## src/rtl/count_ctrl.sv

```systemverilog
// Run controller for a 4-bit ripple-carry counter: clears it, enables it for N full
// passes, then parks it. Optional COUNT_CTRL_PAUSE_EN adds a `hold` input that stalls RUN.
module count_ctrl (
   input  logic       clk,
   input  logic       clr,
   input  logic       start,
   input  logic [3:0] passes,
   input  logic       abort,
   input  logic       ack,
   input  logic       rcol,
`ifdef COUNT_CTRL_PAUSE_EN
   input  logic       hold,
`endif
   output logic       cnt_en,
   output logic       cnt_clr,
   output logic       busy,
   output logic       done,
   output logic [3:0] pass_cnt
);

   typedef enum logic [1:0] {IDLE, CLEAR, RUN, DONE} state_t;

   state_t     state, state_nx;
   logic [3:0] target, target_nx;
   logic [3:0] pass_nx;
   logic [3:0] pass_inc;

   assign pass_inc = pass_cnt + 4'd1;

   always_ff @(posedge clk or posedge clr) begin
      if (clr) begin
         state    <= IDLE;
         target   <= 4'd0;
         pass_cnt <= 4'd0;
      end else begin
         state    <= state_nx;
         target   <= target_nx;
         pass_cnt <= pass_nx;
      end
   end

   always_comb begin
      state_nx  = state;
      target_nx = target;
      pass_nx   = pass_cnt;
      case (state)
         IDLE: begin
            if (start) begin
               state_nx  = CLEAR;
               target_nx = passes;
            end
         end
         CLEAR: begin
            pass_nx  = 4'd0;
            state_nx = abort ? IDLE : RUN;
         end
         RUN: begin
            // abort wins over a coincident carry: the pass is dropped
            if (abort) begin
               state_nx = IDLE;
            end else if (rcol) begin
               pass_nx = pass_inc;
               // target 0 matches on the 15->0 wrap, i.e. 16 passes
               if (pass_inc == target) state_nx = DONE;
            end
         end
         DONE: begin
            if (abort || ack) state_nx = IDLE;
         end
         default: state_nx = IDLE;
      endcase
   end

   assign cnt_clr = (state == IDLE) || (state == CLEAR);
   assign busy    = (state == CLEAR) || (state == RUN);
   assign done    = (state == DONE);
`ifdef COUNT_CTRL_PAUSE_EN
   assign cnt_en  = (state == RUN) && !hold;
`else
   assign cnt_en  = (state == RUN);
`endif

endmodule

```

## config.mk

```make
export PLATFORM = sky130hd
export DESIGN_NAME = count_ctrl
export DESIGN_NICKNAME = d
export VERILOG_FILES = /design/src/rtl/count_ctrl.sv
export SDC_FILE = /design/constraint.sdc
export NUM_CORES = 1
export LEC_CHECK = 0
export BUFFER_PORTS_ARGS = -buffer_cell sky130_fd_sc_hd__buf_2
export CORE_UTILIZATION = 38
export CTS_CLUSTER_SIZE = 20
export DETAILED_ROUTE_END_ITERATION = 8
export MAX_ROUTING_LAYER = met4
export PLACE_DENSITY = 0.61
export SLEW_MARGIN = 20
export SYNTH_ARGS = -nofsm -noshare
export SYNTH_HDL_FRONTEND = slang
export SYNTH_SLANG_ARGS = --single-unit
```

## constraint.sdc

```tcl
create_clock -name clk -period 3.4 [get_ports clk]
set_input_delay 0.68 -clock clk [delete_from_list [all_inputs] [get_ports clk]]
set_output_delay 0.68 -clock clk [all_outputs]
set_load 0.01 [all_outputs]
```

# After elaboration in Yosys (flattened, before gate mapping)
# Index checks and enable logic that the tools add are counted.
[op_classes]
n_eq_ne = 10
reduce_logical = 8
mux = 10
addsub = 1
[ops]
columns = ["cell", "count"]
rows = [
  ["2-bit two-way mux", 6],
  ["4-bit two-way mux", 2],
  ["2-bit case mux with 4 select lines", 1],
  ["4-bit case mux with 2 select lines", 1],
  ["2-bit != test, second input constant", 3],
  ["4-bit by 1-bit adder with 4-bit output, second input constant", 1],
  ["2-bit == test, second input constant", 2],
  ["4-bit == test", 1],
  ["4-bit AND reduction", 1],
  ["1-bit logical OR", 3],
  ["3-bit by 2-bit != test with 1-bit output, second input constant", 1],
  ["3-bit != test, second input constant", 1],
  ["3-bit AND reduction", 1],
  ["2-bit by 1-bit == test with 1-bit output, second input constant", 1],
  ["2-bit logical NOT", 1],
  ["2-bit by 1-bit != test with 1-bit output, second input constant", 1],
  ["2-bit AND reduction", 1],
  ["2-bit nonzero test", 1],
]
[totals]
input_bits = 10
reg_bits = 10

# Depth between registers and ports, before layout
# Gate-level depths: netlist of run 1.
[logic_depth]
word_depth = 6
mapped_depth = 6
mapped_depth_nobuf = 5

# Worst setup path before layout of run 1
# OpenSTA, ideal clock, no wires.
[synth_timing]
path_type = "register to output"
start = "register state[0]"
end = "output cnt_clr"
t_arrival_ns = 0.956
setup_slack_ns = 1.764
path_buffers = 0
stages_incl_launch_ff = 4
t_required_ns = 2.720
cell_sequence = "dfrtp_1 > inv_1 > ha_1 > or2_2"
[synth_via]
elab_chain_len = 2
word_cells_on_any_way = 3
[synth_rtl]
columns = ["item", "line_no", "rtl"]
rows = [
  ["start: declaration", "23", "state_t state, state_nx;"],
  ["start signal: assignment", "36", "state <= state_nx;"],
  ["2-bit by 1-bit == test with 1-bit output / 2-bit logical NOT (equally long branches)", "74", "assign cnt_clr = (state == IDLE) || (state == CLEAR);"],
  ["1-bit logical OR (*)", "74", ""],
  ["end: declaration", "15", "output logic cnt_clr,"],
]
# Mark *: on every way between the ends. The rest lies on a longest branch, timed or not.

# Worst setup path after layout of run 1
# Ends and elaborated chain as after synthesis.

==> results_dict.tcl, run 1 <==
set metrics [dict create \
    cts.path.max_buffers 2 \
    die_y_um 43.74 \
    antenna_found_initial 0 \
    crit_path_end_kind "output pin" \
    start_util_pct 42.46 \
    rsz0062_at_grt "false" \
    die_area_mm2 0.001913 \
    coreArea_mm2 0.001559 \
    n_antenna_cell 0 \
    yosys.area.top_type "dfrtp_1" \
    syn_inst 64 \
    clkTransAtPathRegs_ns 0.07 \
    grt_max_degree 15 \
    hold_path.class "in2async" \
    power.density_mw_per_mm2 738.0 \
    routed_via_density 5.290 \
    placedCellCount 96 \
    postLayoutSetupSlackWorst_ns 1.308 \
    cts_root_buffer "clkbuf_4" \
    io_buffers 17 \
    leakage_nw 0.3916 \
    fin_nets 100 \
    grt_pass1_wl_um 2139 \
    die_w_um 43.74 \
    synth-edff-count 0 \
    synthDistinctLibCells 28 \
    drt-total-wl_um 1247 \
    preCtsSetupSlack_ns 1.547 \
    cts_made_buffers 3 \
    drtAntennaViolNets 0 \
    layout_common_cells "buf_2, dfrtp_1, mux2_2, inv_1, ha_1" \
    overflow 0 \
    htreeDepth 1 \
    num_rows 14 \
    synth_seq_area_share_pct 37.81 \
    cp.arrival_ns 1.41 \
    setup_viol 0 \
    ir_drop_mv 0.3674 \
    criticalPathCategory "reg2out" \
    fin_crit_ns 2.092 \
    status "complete, but fails checks" \
    final_common_cell "buf_2" \
    drc 1 \
    synth_top_area_share_pct 37.81 \
    required_ns 2.72 \
    clock_sinks 10 \
    synth.cell_area_um2 661.9 \
    fin_setup_tns_ns 0 \
    drv_cap 0 \
    timing.final.max_slew_violations 0 \
    first_pass_iters 6 \
    num-fill-cells 153 \
    cts_tree "yes" \
    dp_hpwl_um 951.6 \
    clock_latency_ns 0.27 \
    clock_skew_ns 0.007350 \
    gp_congestion 0.7712 \
    slew_headroom_pct 71.01 \
    cts_hold_buf 0 \
    synth.ff_latch_count 10 \
    hold_violations 0 \
    ctsResizeCount 0 \
    synth_nets 79 \
    clock.fmax_ghz 0.4779 \
    drtIter0Drc 20 \
    fin_cells 100 \
    cts_setup_buffers 0 \
    fin_crit_sh_pct 61.54 \
    first_global_vias 480 \
    wl_per_cell_um 12.47 \
    ios 18 \
    drive_above_1_share_pct 35.71 \
    num_vias 529 \
    area_growth_pct 20.79 \
    grt_usage_pct 16.65 \
    cp-start-kind "register" \
    yosys_warnings 0 \
    cp_max_fo 5 \
    synth_area_per_cell_um2 10.34 \
    synthFlopType "dfrtp_1" \
    async_reset_ff_share_pct 100.0 \
    synthTopCellsByArea "dfrtp_1, ha_1, mux2_2" \
    worst_pin_slew_ns 0.4349 \
    violations "design-rule violations" \
]
-- cell families after synthesis --
kind of cell	Yosys count	share of synthesized area (%)
mux	5	8.506
buf+inv	6	3.402
simple gates	19	15.88
flops	10	37.81
compound gates	14	14.94
xor+xnor	5	10.02
fa+ha+maj	5	9.452
-- cells in the mapped netlist (2+ instances only) --
| cell type | n |
|---|---|
| mux2_2 | 5 |
| nand3_1 | 2 |
| o21ai_0 | 4 |
| nand2_1 | 4 |
| nor2b_1 | 3 |
| ha_1 | 5 |
| nor2_1 | 4 |
| a21oi_1 | 2 |
| xnor2_1 | 2 |
| inv_1 | 5 |
| dfrtp_1 | 10 |
| or2b_1 | 2 |
-- stage by stage --
step                      hold WS (ns)  area [um^2]  total power, mW  util [%]
after global placement          0.4924        763.2           0.4780     48.96
after floorplan                 0.4812        661.9           0.4144         -
after detailed placement        0.5241        763.2           0.4857     48.96
after global routing            0.3968        799.5           0.6415     51.28
after CTS                       0.3738        799.5           0.5977     51.28
final                           0.3671        799.5           0.5901     51.28
-- power by group --
group	total, mW	internal (mW)	switching (mW)
clock	0.108	0.0651	0.0432
sequential	0.190	0.157	0.0322
combinational	0.292	0.150	0.142
total	0.590	0.373	0.217
-- final cells by class --
class	count	area [um^2]	share of cell area [%]
sequential	10	250.2	31.30
inverter	5	18.77	2.347
multi-input combinational	48	389.1	48.67
tap	16	20.02	2.504
timing repair buffer	17	85.08	10.64
clock buffer	4	36.28	4.538
-- state kept, by name, indices dropped and copies added, names as in the netlist --
register	count
state	2
target	4
pass_cnt	4
-- critical path: stages (launching register included) --
cell and delay, ns:
dfrtp_1 0.40, inv_1 0.08, ha_1 0.25, or2_2 0.28
buf_2 0.14
-- metal layers --
metal	GRT usage, %	routed length (um)
met5	-	0
met4	7.500	17
met3	6.250	73
met2	23.28	552
met1	21.28	603
-- worst paths after layout --
path,startpoint,endpoint,slack (ns),depth (start not counted)
hold / removal,clr,pass_cnt[1],0.37,2
min in group clk,target[1],target[1],0.53,1
setup / recovery,state[0],cnt_clr,1.31,4
hold reg to reg,target[1],target[1],0.53,1
max in group asynchronous,clr,target[0],2.76,2
setup reg to reg,state[0],state[0],1.53,5
No activity file was read; power rests on OpenSTA's default activity.
==> run 2: changes to the inputs <==
--- a/config.mk
+++ b/config.mk
@@ -5,12 +5,13 @@
 export SDC_FILE = /design/constraint.sdc
 export NUM_CORES = 1
 export LEC_CHECK = 0
+export ABC_AREA = 1
 export BUFFER_PORTS_ARGS = -buffer_cell sky130_fd_sc_hd__buf_2
 export CORE_UTILIZATION = 38
 export CTS_CLUSTER_SIZE = 20
 export DETAILED_ROUTE_END_ITERATION = 8
 export MAX_ROUTING_LAYER = met4
-export PLACE_DENSITY = 0.61
+export PLACE_DENSITY = 0.63
 export SLEW_MARGIN = 20
 export SYNTH_ARGS = -nofsm -noshare
 export SYNTH_HDL_FRONTEND = slang
==> constraint.sdc (replaced) <==
create_clock -name clk -period 1.8 [get_ports clk]
set_input_delay 0.36 -clock clk [delete_from_list [all_inputs] [get_ports clk]]
set_output_delay 0.36 -clock clk [all_outputs]
set_load 0.01 [all_outputs]
==> run 2 against run 1 <==
The flow still finishes with violations (design-rule violations). Setup slack got worse by 1.1 ns. Final area down 0.63%. Global-route usage decreased by 0.54 points. First-iteration DRC count fell by 45%. Worst hold slack got worse by 0.32 ns. Largest power group unchanged. Non-clock buffer count is the same. Synthesized area down 1.3%. Sequential share of layout area grew 0.20 points.
==> results_dict.tcl, run 2 <==
set metrics [dict create \
    cp_slowest_cell "dfrtp_1" \
    first_pass_iters 6 \
    dp_hpwl_um 1013 \
    synth_seq_area_share_pct 38.31 \
    layout_common_cells "nand2_1, buf_2, inv_1, dfrtp_1, nand3_1" \
    rsz0062_at_grt "false" \
    cp_max_fo 4 \
    synth_area_per_cell_um2 8.267 \
    timing.final.max_slew_violations 0 \
    r2r_end "state[1]" \
    synth.cell_area_um2 653.1 \
    drv_cap 0 \
    cts_root_buffer "clkbuf_4" \
    cts.path.max_buffers 2 \
    total_power_uw 992.0 \
    r2r_cells 9 \
    drc 3 \
    criticalPathCategory "reg2out" \
    num-fill-cells 165 \
    hold_path.class "in2async" \
    num_vias 564 \
    cts_setup_buffers 0 \
    clkTransAtPathRegs_ns 0.06 \
    first_global_vias 494 \
    crit_chain "inv_1 > ha_1 > inv_1 > nand2_1 > buf_2" \
    grt_max_degree 11 \
    ir_drop_mv 0.6584 \
    slew_headroom_pct 75.10 \
    worst_pin_slew_ns 0.3730 \
    critPathBufInv 3 \
    preCtsSetupSlack_ns 0.2544 \
    grt_usage_pct 16.11 \
    cp-start-kind "register" \
    fin_cells 116 \
    drtAntennaViolNets 0 \
    area_growth_pct 21.65 \
    cp.arrival_ns 1.25 \
    drtIter0Drc 11 \
    start_util_pct 41.89 \
    synth_nets 94 \
    synth.most_common_cell "nand2_1" \
    clock_skew_ns 0.0007633 \
    synthTopCellsByCount "nand2_1, dfrtp_1, inv_1, nand3_1" \
    reg_top3 "pass_cnt (4), target (4), state (2)" \
    hold_violations 0 \
    ios 18 \
    io_buffers 17 \
    cts_tree "yes" \
    drt-total-wl_um 1243 \
    multi_input_area_um2 350.3 \
    clock_latency_ns 0.27 \
    fin_setup_tns_ns 0 \
    fin_nets 116 \
    synthFlopType "dfrtp_1" \
    final_common_cell "nand2_1" \
    drive_above_1_share_pct 34.00 \
    htreeDepth 1 \
    gp_congestion 0.8554 \
    synth.ff_latch_count 10 \
    synthTopCellsByArea "dfrtp_1, nand2_1, ha_1" \
    yosys_warnings 0 \
    clock_sinks 10 \
    design_area_um2 794.5 \
    yosys.area.top_type "dfrtp_1" \
    overflow 0 \
    hold_slack_ns 0.04773 \
    coreArea_mm2 0.001559 \
    cts_made_buffers 3 \
    seq_area_um2 250.2 \
    synth_top_area_share_pct 38.31 \
    required_ns 1.44 \
    postLayoutCoreUtil_pct 50.96 \
    clock.fmax_ghz 0.6213 \
    status "complete, but fails checks" \
    regToRegStartpoint "pass_cnt[0]" \
    die_area_mm2 0.001888 \
    violations "design-rule violations" \
    routed_via_density 4.862 \
    antenna_found_initial 0 \
    die_w_um 43.46 \
    placedCellCount 112 \
    synthDistinctLibCells 21 \
    power.density_mw_per_mm2 1249 \
    wl_per_cell_um 10.72 \
    setup_viol 0 \
    crit_path_end_kind "output pin" \
    ctsResizeCount 0 \
    async_reset_ff_share_pct 100.0 \
    fin_crit_sh_pct 89.42 \
    leakage_nw 0.4171 \
    fin_crit_ns 1.610 \
    synth-edff-count 0 \
    cts_hold_buf 0 \
    r2r_setup_slack_ns 0.25 \
    postLayoutSetupSlackWorst_ns 0.1904 \
    syn_inst 79 \
    die_y_um 43.46 \
    num_rows 14 \
    cpMostUsedCell "inv_1" \
    postPlaceCellArea_um2 758.2 \
    critPathTopFamily "flip-flops" \
    crit_path_max_incr_delay_ns 0.39 \
    n_antenna_cell 0 \
    grt_pass1_wl_um 2097 \
]
-- run 2: changes by cell type after synthesis, sizes merged, moves of 3 or more --
cell   change
mux2       -3
inv        +8
nor2       +3
nor2b      -4
nand3      +6
nand2     +17
-- run 2: worst max-delay path by stage --
stage | to | from | cells after the start
2_1_floorplan | state[0] | pass_cnt[0] | 9
3_3_place_gp | state[0] | pass_cnt[0] | 9
3_5_place_dp | state[1] | pass_cnt[0] | 9
4_1_cts | cnt_clr | state[0] | 5
5_1_grt | cnt_clr | state[0] | 5
6_report | cnt_clr | state[0] | 5
-- run 2: cells by family after synthesis --
| group | Yosys count | synth area share, % |
|---|---|---|
| AO/OA/AOI/OAI | 9 | 9.580 |
| XOR/XNOR | 1 | 2.491 |
| adder cells (fa/ha/maj) | 5 | 9.579 |
| buffers and inverters | 14 | 8.046 |
| flip-flops | 10 | 38.31 |
| multiplexers | 3 | 4.981 |
| AND/OR/NAND/NOR | 37 | 27.01 |
-- run 2: layout make-up --
type                            instances  area share, %
Inverter                               14          6.614
Multi-Input combinational cell         55          44.09
Tap cell                               16          2.520
Timing Repair Buffer                   17          10.71
Clock buffer                            4          4.567
Sequential cell                        10          31.50
-- run 2: report_power, final --
part	internal (mW)	leakage [nW]	switching, mW
combinational	0.192	0.270	0.244
clock	0.123	0.0210	0.0809
sequential	0.292	0.126	0.0599
total	0.607	0.417	0.385
-- run 2: routing by layer --
layer,vias up,wire [um],track usage (%)
met1,250,579,18.11
li1,298,-,-
met3,4,59,7.500
met5,-,0,-
met2,12,586,25.15
met4,0,19,5.625
-- run 2: worst reg2reg max path, stage by stage, from the launching register on --
cell and delay [ns]:
dfrtp_1 0.45, ha_1 0.37, xnor2_2 0.13, nand2_1 0.07, nor2_2 0.11, nand3_2 0.07
nand2_2 0.08, nand2_2 0.05, nand2_1 0.06, nand2_1 0.06
==> run 3: changes to the inputs <==
--- a/config.mk
+++ b/config.mk
@@ -11,7 +11,7 @@
 export CTS_CLUSTER_SIZE = 20
 export DETAILED_ROUTE_END_ITERATION = 8
 export MAX_ROUTING_LAYER = met4
-export PLACE_DENSITY = 0.63
+export PLACE_DENSITY = 0.65
 export SLEW_MARGIN = 20
 export SYNTH_ARGS = -nofsm -noshare
 export SYNTH_HDL_FRONTEND = slang
==> run 3 against run 2 <==
The run now ends clean. Utilization fell by 0.88 points. Worst hold slack improved by 0.020 ns. First-iteration DRC count rose by 27%. Sequential power rose by 1%. Final area fell by 1.7%. Power fell by 4.5%. Setup slack improved by 0.018 ns. Sequential share of layout area rose by 0.56 points. Routed wire length rose by 3.2%. Critical path depth did not move. Fmax rose by 1.1%. Largest power group unchanged. Highest routed layer unchanged.
==> results_dict.tcl, run 3 (synthesized netlist as in run 2, its figures left out) <==
set metrics [dict create \
    crit_path_max_incr_delay_ns 0.39 \
    crit_path_end_kind "output pin" \
    num-fill-cells 143 \
    slew_headroom_pct 73.50 \
    regToRegStartpoint "pass_cnt[0]" \
    worst_pin_slew_ns 0.3971 \
    num_rows 14 \
    htreeDepth 1 \
    leakage_nw 0.4100 \
    grt_max_degree 11 \
    seq_area_um2 250.2 \
    hold_violations 0 \
    crit_chain "inv_1 > ha_1 > inv_1 > nand2_1 > buf_2" \
    cts_setup_buffers 0 \
    grt_pass1_wl_um 2221 \
    setup_viol 0 \
    cts_tree "yes" \
    start_util_pct 41.89 \
    fin_crit_ns 1.591 \
    clock_skew_ns 0.007059 \
    drv_cap 0 \
    total_power_uw 947.0 \
    drtIter0Drc 14 \
    cts_made_buffers 3 \
    placedCellCount 112 \
    num_vias 563 \
    r2r_setup_slack_ns 0.23 \
    r2r_end "state[0]" \
    clkTransAtPathRegs_ns 0.07 \
    cts_root_buffer "clkbuf_4" \
    ir_drop_mv 0.5019 \
    die_area_mm2 0.001888 \
    timing.final.max_slew_violations 0 \
    fin_setup_tns_ns 0 \
    drt-total-wl_um 1283 \
    status "finished, final reports clean" \
    n_antenna_cell 0 \
    dp_hpwl_um 1056 \
    cts_hold_buf 0 \
    die_w_um 43.46 \
    gp_congestion 0.8277 \
    grt_usage_pct 16.25 \
    cp_slowest_cell "dfrtp_1" \
    power.density_mw_per_mm2 1213 \
    drc 0 \
    reg_top3 "pass_cnt (4), target (4), state (2)" \
    final_common_cell "nand2_1" \
    die_y_um 43.46 \
    hold_path.class "in2async" \
    layout_common_cells "nand2_1, buf_2, inv_1, dfrtp_1, nand3_1" \
    cp.arrival_ns 1.23 \
    fin_nets 116 \
    cpMostUsedCell "inv_1" \
    io_buffers 17 \
    routed_via_density 4.896 \
    clock_latency_ns 0.26 \
    criticalPathCategory "reg2out" \
    fin_crit_sh_pct 88.41 \
    ios 18 \
    first_pass_iters 5 \
    fin_cells 115 \
    area_growth_pct 19.54 \
    clock_sinks 10 \
    r2r_cells 9 \
    rsz0062_at_grt "false" \
    cp_max_fo 4 \
    coreArea_mm2 0.001559 \
    first_global_vias 540 \
    drive_above_1_share_pct 33.33 \
    wl_per_cell_um 11.16 \
    ctsResizeCount 0 \
    clock.fmax_ghz 0.6284 \
    multi_input_area_um2 350.3 \
    hold_slack_ns 0.06790 \
    required_ns 1.44 \
    cts.path.max_buffers 2 \
    antenna_found_initial 0 \
    overflow 0 \
    drtAntennaViolNets 0 \
    cp-start-kind "register" \
]
## run 3: changes by cell type in the layout (fill, tap and decap cells not counted)
cell	delta
clkbuf_8	-1
## run 3: how the worst max path moves through the flow
stage	startpoint	to	slack, ns	cells past startpoint
after floorplan	pass_cnt[0]	state[0]	0.31	9
after global placement	pass_cnt[0]	state[0]	0.30	9
final	state[0]	cnt_clr	0.21	5
after detailed placement	pass_cnt[0]	state[0]	0.24	9
after CTS	state[0]	cnt_clr	0.19	5
after global routing	state[0]	cnt_clr	0.12	5
## run 3: layout make-up
type | count | share of cell area [%]
sequential | 10 | 32.05
multi-input combinational | 55 | 44.87
clock buffer | 3 | 2.885
inverter | 14 | 6.731
tap | 16 | 2.564
timing repair buffer | 17 | 10.90
## run 3: worst max-delay path, delay by kind of cell (launching register included)
kind	cells	cell delay (ns)
flip-flops	1	0.39
buffers and inverters	3	0.31
adder cells (fa/ha/maj)	1	0.23
AND/OR/NAND/NOR	1	0.05
## run 3: where the power goes
part           leakage [nW]  total (mW)  internal, mW  switching [mW]
sequential            0.126       0.357         0.292          0.0647
combinational         0.270       0.440         0.192           0.248
clock                0.0138       0.150        0.0770          0.0732
total                 0.410       0.947         0.561           0.386
## run 3: per-layer routing
metal,vias up,part of all wire (%),GRT usage (%)
met5,-,0,-
met4,0,0.47,3.750
met3,2,2.5,5.000
met2,9,48,27.58
met1,255,49,18.75
li1,297,-,-
## run 3: per-stage QoR
stage                     util [%]  setup slack, ns  area (um^2)
after floorplan                  -           0.3078        653.1
after global placement       48.64           0.2974        758.2
after detailed placement     48.64           0.2371        758.2
after CTS                    50.08           0.1851        780.7
after global routing         50.08           0.1206        780.7
final                        50.08           0.2086        780.7
